File: src/rtl/vtile_pkg.sv
// rtl/vtile_pkg.sv - shared constants, vector type and lane-slice helper for the vector tile
package vtile_pkg;

  localparam int DEF_WIDTH     = 16;
  localparam int DEF_LANES     = 4;
  localparam int DEF_NUM_PORTS = 2;

  typedef logic [DEF_LANES-1:0][DEF_WIDTH-1:0] vec_t;

  // LSB of lane `lane` of port `port` in a flat port/lane/element bus
  function automatic int lane_lsb(input int port, input int lane,
                                  input int lanes, input int width);
    return (port * lanes + lane) * width;
  endfunction

endpackage

File: src/rtl/vtile_port_fifo2.sv
// rtl/vtile_port_fifo2.sv - one network port's 2-slot vector queue, read via the shared pointer
module vtile_port_fifo2
  import vtile_pkg::*;
#(
  parameter int VW = DEF_LANES * DEF_WIDTH
) (
  input  logic          clk,
  input  logic          reset,
  input  logic          flush,
  input  logic          in_valid,
  output logic          in_ready,
  input  logic [VW-1:0] in_data,
  input  logic          rd_ptr,
  input  logic          pop,
  output logic [1:0]    vld,
  output logic [VW-1:0] head_data
);

  logic [VW-1:0] slot [2];
  logic [1:0]    vld_q;
  logic          wr_ptr;
  logic          wr_en;

  assign in_ready  = !vld_q[wr_ptr];
  assign wr_en     = in_valid && in_ready;
  assign vld       = vld_q;
  assign head_data = slot[rd_ptr];

  // A write only targets an empty slot and a pop only a full one, so they never collide
  always_ff @(posedge clk) begin
    if (reset || flush) begin
      vld_q  <= 2'b00;
      wr_ptr <= 1'b0;
    end else begin
      if (wr_en) begin
        vld_q[wr_ptr] <= 1'b1;
        wr_ptr        <= ~wr_ptr;
      end
      if (pop) begin
        vld_q[rd_ptr] <= 1'b0;
      end
    end
  end

  always_ff @(posedge clk) begin
    if (wr_en) begin
      slot[wr_ptr] <= in_data;
    end
  end

endmodule

File: src/rtl/vtile_operand_buf.sv
// rtl/vtile_operand_buf.sv - joins per-port vector queues into one operand set plus config for the vector FU
module vtile_operand_buf
  import vtile_pkg::*;
#(
  parameter int WIDTH     = DEF_WIDTH,
  parameter int LANES     = DEF_LANES,
  parameter int NUM_PORTS = DEF_NUM_PORTS,
  parameter int CFG_RESET = 0
) (
  input  logic                             clk,
  input  logic                             reset,
  input  logic [NUM_PORTS-1:0]             in_valid,
  output logic [NUM_PORTS-1:0]             in_ready,
  input  logic [NUM_PORTS*LANES*WIDTH-1:0] in_data,
  input  logic                             cfg_wen,
  input  logic [WIDTH-1:0]                 cfg_wdata,
  output logic                             cfg_ack,
  input  logic                             flush,
  output logic                             out_valid,
  input  logic                             out_ready,
  output logic [NUM_PORTS*LANES*WIDTH-1:0] out_data,
  output logic [WIDTH-1:0]                 out_cfg,
  output logic [1:0]                       occupancy
);

  localparam int VW = LANES * WIDTH;
  localparam logic [WIDTH-1:0] CFG_INIT = WIDTH'(CFG_RESET);

  logic                 rd_ptr;
  logic                 pop;
  logic [NUM_PORTS-1:0] vld_s0;
  logic [NUM_PORTS-1:0] vld_s1;
  logic [NUM_PORTS-1:0] head_vld;
  logic                 full_s0;
  logic                 full_s1;
  logic [WIDTH-1:0]     cfg_q;
  logic                 cfg_ack_q;

  for (genvar p = 0; p < NUM_PORTS; p++) begin : g_port
    logic [1:0]    port_vld;
    logic [VW-1:0] port_head;

    vtile_port_fifo2 #(.VW(VW)) u_fifo (
      .clk       (clk),
      .reset     (reset),
      .flush     (flush),
      .in_valid  (in_valid[p]),
      .in_ready  (in_ready[p]),
      .in_data   (in_data[lane_lsb(p, 0, LANES, WIDTH) +: VW]),
      .rd_ptr    (rd_ptr),
      .pop       (pop),
      .vld       (port_vld),
      .head_data (port_head)
    );

    assign vld_s0[p] = port_vld[0];
    assign vld_s1[p] = port_vld[1];
    assign out_data[lane_lsb(p, 0, LANES, WIDTH) +: VW] = out_valid ? port_head : '0;
  end

  assign head_vld  = rd_ptr ? vld_s1 : vld_s0;
  assign out_valid = &head_vld;
  assign pop       = out_valid && out_ready;

  assign full_s0   = &vld_s0;
  assign full_s1   = &vld_s1;
  assign occupancy = {full_s0 && full_s1, full_s0 ^ full_s1};

  always_ff @(posedge clk) begin
    if (reset || flush) begin
      rd_ptr <= 1'b0;
    end else if (pop) begin
      rd_ptr <= ~rd_ptr;
    end
  end

  // Config survives a flush; only reset restores it
  always_ff @(posedge clk) begin
    if (reset) begin
      cfg_q     <= CFG_INIT;
      cfg_ack_q <= 1'b0;
    end else begin
      cfg_ack_q <= cfg_wen && !flush;
      if (cfg_wen && !flush) begin
        cfg_q <= cfg_wdata;
      end
    end
  end

  assign out_cfg = cfg_q;
  assign cfg_ack = cfg_ack_q;

endmodule

File: config.mk
export PLATFORM = sky130hd
export DESIGN_NAME = vtile_operand_buf
export DESIGN_NICKNAME = d
export VERILOG_FILES = /design/src/rtl/vtile_pkg.sv /design/src/rtl/vtile_port_fifo2.sv /design/src/rtl/vtile_operand_buf.sv
export SDC_FILE = /design/constraint.sdc
export NUM_CORES = 1
export LEC_CHECK = 0
export CORE_UTILIZATION = 48
export DETAILED_ROUTE_END_ITERATION = 16
export HOLD_SLACK_MARGIN = 0.06
export PLACE_DENSITY = 0.83
export SLEW_MARGIN = 30
export SYNTH_ARGS = -nofsm -noshare
export SYNTH_HDL_FRONTEND = slang
export SYNTH_SLANG_ARGS = --single-unit
export TNS_END_PERCENT = 1
File: constraint.sdc
create_clock -name clk -period 8.18 [get_ports clk]
set_clock_uncertainty 0.1 [all_clocks]
set_input_delay 1.227 -clock clk [delete_from_list [all_inputs] [get_ports clk]]
set_output_delay 1.227 -clock clk [all_outputs]
set_load 0.1 [all_outputs]
# Word level (Yosys, flattened, before mapping)
# Memory sizes are Yosys's and may differ from the RTL's. A register that Yosys moved wholly into a read port is not among the register bits.
# Cells that the tools add are included.
dict set report word_totals {
  ramBits 256
  elab_cells 66
  output_inout_bits 150
  inputBits 151
  register_bits 24
  memories 2
}
dict set report op_classes {
  n_mux 27
  reduce_logical 15
  bitwise_logic 9
  order_cmp 6
}
# name depth width rd rd_ports_with_merged_regs wr line
set memory_table {}
lappend memory_table {{g_port[0].u_fifo.slot} 2 64 1 1 1 vtile_port_fifo2.sv:19} ;# logic [VW-1:0] slot [2];
lappend memory_table {{g_port[1].u_fifo.slot} 2 64 1 1 1 vtile_port_fifo2.sv:19}
# op n
set ops {}
lappend ops {{$mux 64} 2}
lappend ops {{$mux 1} 15}
lappend ops {{$mux 2} 7}
lappend ops {{$logic_and 1x1->1} 8}
lappend ops {{$lt 1x2->1 const B} 3}
lappend ops {{$reduce_and 2->1} 3}
lappend ops {{$and 2x2->2} 2}
lappend ops {{$or 2x2->2} 2}
lappend ops {{$demux 1 s1} 3}
lappend ops {{$ge 1x1->1 const B} 3}
lappend ops {{$logic_not 1->1} 3}
lappend ops {{$not 1->1} 3}
lappend ops {{$not 2->2} 1}
lappend ops {{$logic_or 1x1->1} 1}
lappend ops {{$xor 1x1->1} 1}

# Logic depth before layout (Yosys ltp)
dict set report logic_depth {
  word_depth 9
  depth_mapped 5
  ltp_nobuf 3
}

# By module
# Synthesis repeated with hierarchy kept, for this count alone.
dict set report hier_totals {
  cells_unflattened 651
  area_unflattened_um2 11463.5
}
# mod cells_each area_per_inst_um2 instances
set modules_own_cells {}
lappend modules_own_cells {vtile_port_fifo2 213 4929.7 2}
lappend modules_own_cells {vtile_operand_buf 225 1604.0 1}

# Worst setup path after synthesis
# No wires, ideal clock.
dict set report synth_timing {
  kind {in2reg}
  startpoint {input in_valid[1]}
  endpoint {memory g_port[1].u_fifo.slot[0][0] (netlist name) (enable)}
  required_ns 7.497
  arrival_time_ns 5.962
  path_buffers 0
  cell_stages 1
  setup_slack_ns 1.536
  cell_sequence {nor3b_1}
}
dict set report synth_between {
  elab_chain_cells 3
}
# element line
set synth_lines {}
lappend synth_lines {{from (decl)} vtile_operand_buf.sv:12} ;# input logic [NUM_PORTS-1:0] in_valid,
lappend synth_lines {{$logic_and 1x1->1} vtile_port_fifo2.sv:25} ;# assign wr_en = in_valid && in_ready;
lappend synth_lines {{$mux 1} vtile_port_fifo2.sv:46} ;# if (wr_en) begin
lappend synth_lines {{$mux 1 (not written as such)} vtile_port_fifo2.sv:47} ;# slot[wr_ptr] <= in_data;
lappend synth_lines {{to (decl)} vtile_port_fifo2.sv:19}
# Every way passes these cells.

# Worst setup path after layout
dict set report layout_timing {
  startpoint {register g_port[0].u_fifo.vld_q[1]}
  endpoint {output out_data[10]}
}
dict set report layout_between {
  elab_chain_cells 3
}
# element line
set layout_lines {}
lappend layout_lines {{from (decl)} vtile_port_fifo2.sv:20} ;# logic [1:0] vld_q;
lappend layout_lines {{from (signal assigned)} vtile_port_fifo2.sv:32} ;# vld_q <= 2'b00;
lappend layout_lines {{from (signal, indexed assignment)} vtile_port_fifo2.sv:36} ;# vld_q[wr_ptr] <= 1'b1;
lappend layout_lines {{from (signal, indexed assignment)} vtile_port_fifo2.sv:40} ;# vld_q[rd_ptr] <= 1'b0;
lappend layout_lines {{$mux 2} vtile_operand_buf.sv:61} ;# assign head_vld = rd_ptr ? vld_s1 : vld_s0;
lappend layout_lines {{$reduce_and 2->1} vtile_operand_buf.sv:62} ;# assign out_valid = &head_vld;
lappend layout_lines {{$mux 64} vtile_operand_buf.sv:58} ;# assign out_data[lane_lsb(p, 0, LANES, WIDTH) +: VW] = out_valid ? port_head : '0;
lappend layout_lines {{to (decl)} vtile_operand_buf.sv:21} ;# output logic [NUM_PORTS*LANES*WIDTH-1:0] out_data,
# Every way passes these cells.

==> impl.org <==
** STA
- Of the available clock period, the critical path in the final layout requires 0.610.
- In this run the tightest slew margin relative to its limit is 0.295.
- At the pin with the least slew margin, the transition time is approximately 1.1 ns.
- Final-report hold violation count :: 0
- After layout, the worst setup slack is approximately 3.2 ns.
- Number of slew-limit violations in the final report :: 0
- Setup repair after global routing left no endpoint under its margin.
- On the final layout, the worst hold slack is around 0.36 ns.
- Endpoints failing setup :: 0
- Fmax :: about 200 MHz
- For the finished layout, the period the worst path requires is between 4 and 5 ns.
- After routing, the total negative slack on setup checks comes to 0 ns.

** Job
- Max-cap violations :: 0

** Synthesis
- Number of register bits inferred by synthesis :: 281
- Of the total synthesized cell area, the portion taken by AND, OR, NAND and NOR gates is 0.0726.
- The area fraction in compound gates after synthesis is 0.0102.
- Yosys top cell by area :: edfxtp_1
- After synthesis, the share of cell area in mux cells is 0.122.
- For this run, the register share of the synthesized area comes to 0.768.
- Biggest area contributors in the synthesized netlist :: edfxtp_1 (72%), mux2i_1 (12%), dfxtp_1 (4.7%), nor2_1 (4.6%), buf_6 (1.4%)
- After synthesis, the largest family of logic cells by area is multiplexers.
- After technology mapping, the gate count stands at 659.
- Yosys printed 0 warnings.
- Share of Yosys cell area claimed by the top area cell type :: 0.721
- Netlist cell types :: 26
- Per-instance average area after synthesis :: around 16 um^2
- Synthesized cell area :: between 10,000 and 15,000 um^2
- Parity-gate share of the synthesized area counting xor and xnor cells :: 0
- Of the total synthesized cell area, the portion taken by full adders, half adders and majority gates is 0.00117.
- Synthesized Nets :: approximately 810

** Power and ir drop
- Leakage dissipation :: approximately 4.7 nW
- The internal power of the cells totals around 2.5 mW.
- In this run the power density over the cells is 212 nW/um^2.
- Of the total power, the share spent switching nets is 0.209.
- The share of total power dissipated in combinational logic is 0.076.
- The worst-case IR drop observed on VDD is 0.151 mV.
- Summed over all nets, the switching power comes to 653 uW.
- Of the total power, registers draw 0.531.
- The share of total power dissipated in the clock network is 0.393.
- Post-layout total power :: approximately 3.1 mW

** Layout
- Cell area after layout :: 14,700 um^2
- The repair_antennas step left the layout with diodes totalling 0.
- Compared with the post-synthesis result, the final layout area differs by 38.1%.
- Filler-free cell count of the finished design :: between 1,000 and 1,500
- The library cells used most frequently in the layout, excluding fill and tap cells, are clkdlybuf4s50_1 (297), edfxtp_1 (256), mux2i_1 (130), nor2_1 (130), nand2_1 (33).
- Final net count :: approximately 1,100
- Of the cells placed in the final design, the portion with a size suffix greater than 1 is 0.0673.
- Counting the fill cells in the layout gives about 1,500.
- Most common cell after layout, fill and taps aside :: clkdlybuf4s50_1
- At the end of the flow the core is filled with cells to 0.674.

** Placed design
- Total placed cells including tap cells :: approximately 1,200
- HPWL Detailed :: 15,200 um
- The congestion estimate from routability-driven global placement came to around 0.76.
- Before CTS, the worst setup slack after placement is ~3.7 ns.
- Instance area at placement :: approximately 14,000 um^2
- The count of buffers added on input and output ports is 300.

** Route
- Before antenna repair, the detailed router went through 4 iterations.
- After detailed routing, the number of remaining DRC violations is 0.
- Number of violations reported at the end of detailed-routing iteration 0 :: 314
- The count of nets left with antenna violations once routing finished came out at 0.
- Post-DR vias/cell :: roughly 5.0
- Via total after detailed routing :: between 6,000 and 7,000
- After detailed routing, the average wire length per cell comes to 18.4 um.
- Total length of routed wires :: between 20,000 and 25,000 um

** Floorplan
- Core ar. :: 21,800 um^2
- Overall die area :: 22,800 um^2
- Number of top-level pins :: 301
- Std-Cell Rows :: 54
- Width of the die :: between 150 and 200 um
- Floorplan die height :: between 150 and 200 um
- Initial standard-cell utilization of the core :: 0.488

** Clock network
- Number of buffers inserted by post-CTS setup repair :: 0
- Clock tree sinks :: 281
- Clock insertion delay at the later pin of the skew report :: ~0.53 ns
- The number of gates resized after CTS was 0.
- Post-CTS Hold Buffers :: 0
- TritonCTS clock tree :: done
- Max Root-Sink Buffers :: 3
- Buffers inserted during clock tree synthesis total 27.
- After clock tree synthesis, the clock-pin slew on the worst setup and hold paths is ~0.060 ns.
- Clock Root Buffer :: clkbuf_16
- In this run the number of H-tree levels came out at 1.

** Global route
- Vias in the first global route :: between 6,000 and 7,000
- First-pass GRT wire length :: around 34,000 um
- In the global route stage, overall resource usage came out at 0.199.
- Summed over all layers, the global routing overflow is 0.
- Initial antenna violation count :: 0
- Entering global routing, the biggest net connects 80 pins.

** Setup path
- In this design, the stage delay of the slowest critical-path cell is about 1.0 ns.
- The setup check on the worst reg-to-reg path leaves a slack of ~6.3 ns.
- STA classifies the critical path endpoint as an output pin.
- Startpoint kind of the worst setup timing path :: register
- Critical Path, Cell by Cell :: nand3_1 -> o21a_4 -> buf_4 -> nor2_1 -> clkdlybuf4s50_1
- Sum of buffers and inverters on the critical path :: 2
- In this run the worst path has a maximum fanout of between 70 and 80.
- CP Data Arrival Time :: approximately 3.7 ns
- Gate family responsible for the most delay along the worst path :: buffers and inverters
- The slowest stage of the critical path belongs to the cell clkdlybuf4s50_1.
- At the worst endpoint, the required time is around 6.9 ns.
- Kind of critical path :: reg -> out

** Min path
- Hold Path Class :: reg -> reg

** Status
- Run status :: finished, final reports clean
[power groups by stage]
| stage | Combinational [mW] | Clock [mW] | Sequential, mW |
|---|---|---|---|
| 4_1_cts | 0.239 | 1.25 | 1.66 |
| 5_1_grt | 0.252 | 1.30 | 1.66 |
| 6_report | 0.238 | 1.22 | 1.66 |
| 3_3_place_gp | 0.232 | 0 | 1.68 |
| 2_1_floorplan | 0.0959 | 0 | 1.72 |
| 3_5_place_dp | 0.238 | 0 | 1.69 |
[worst paths after layout]
check	startpoint	to	cells after the start
max	g_port[0].u_fifo.vld[1]	out_data[10]	5
min	out_cfg[1]	out_cfg[1]	2
max reg2reg	g_port[0].u_fifo.vld[0]	g_port[0].u_fifo.slot[0][48]	2
min reg2reg	out_cfg[1]	out_cfg[1]	2
[cells in the mapped netlist, drive strengths merged]
master / number
a21oi: 17
a31oi: 1
and2: 2
and3b: 2
buf: 31
clkbuf: 5
dfxtp: 25
edfxtp: 256
ha: 1
inv: 2
mux2i: 130
nand2: 34
nand2b: 3
nand3: 1
nand4: 1
nor2: 140
nor2b: 2
nor3: 1
nor3b: 2
o21a: 1
o21ai: 2
[worst register-to-register path, stage by stage (launching register included)]
cell and delay [ns]:
dfxtp_1 0.37, nor3b_2 0.29, buf_4 0.75
[area by class of cell]
cell class	instances	area, um^2	share of cell area
clock buffers	37	744	0.0506
flip-flops and latches	281	8190	0.557
repair buffers	308	3070	0.209
inverters	2	7.51	0.000510
well taps	280	350	0.0238
clock inverters	12	134	0.00910
multi-input cells	340	2220	0.151
[kinds of logic after synthesis]
| group | Yosys count |
|---|---|
| muxes | 130 |
| buffers and inverters | 38 |
| adders and majority gates | 1 |
| and+or+nand+nor | 188 |
| AOI/OAI and AO/OA | 21 |
| DFF | 281 |
[registers in the layout (all words and copies together) (netlist names), named ones only]
signal	cells
rd_ptr	1
out_cfg	16
cfg_ack	1
g_port.u_fifo.slot	256
g_port.u_fifo.vld	4
g_port.u_fifo.wr_ptr	2
[metal layers]
layer	routed length, um	GRT usage	vias to the layer above
li1	-	-	3003
met1	9030	0.233	3044
met2	11900	0.356	240
met3	1430	0.0404	47
met4	762	0.0800	0
met5	0	0	-
No activity file was read; power rests on OpenSTA's default activity.
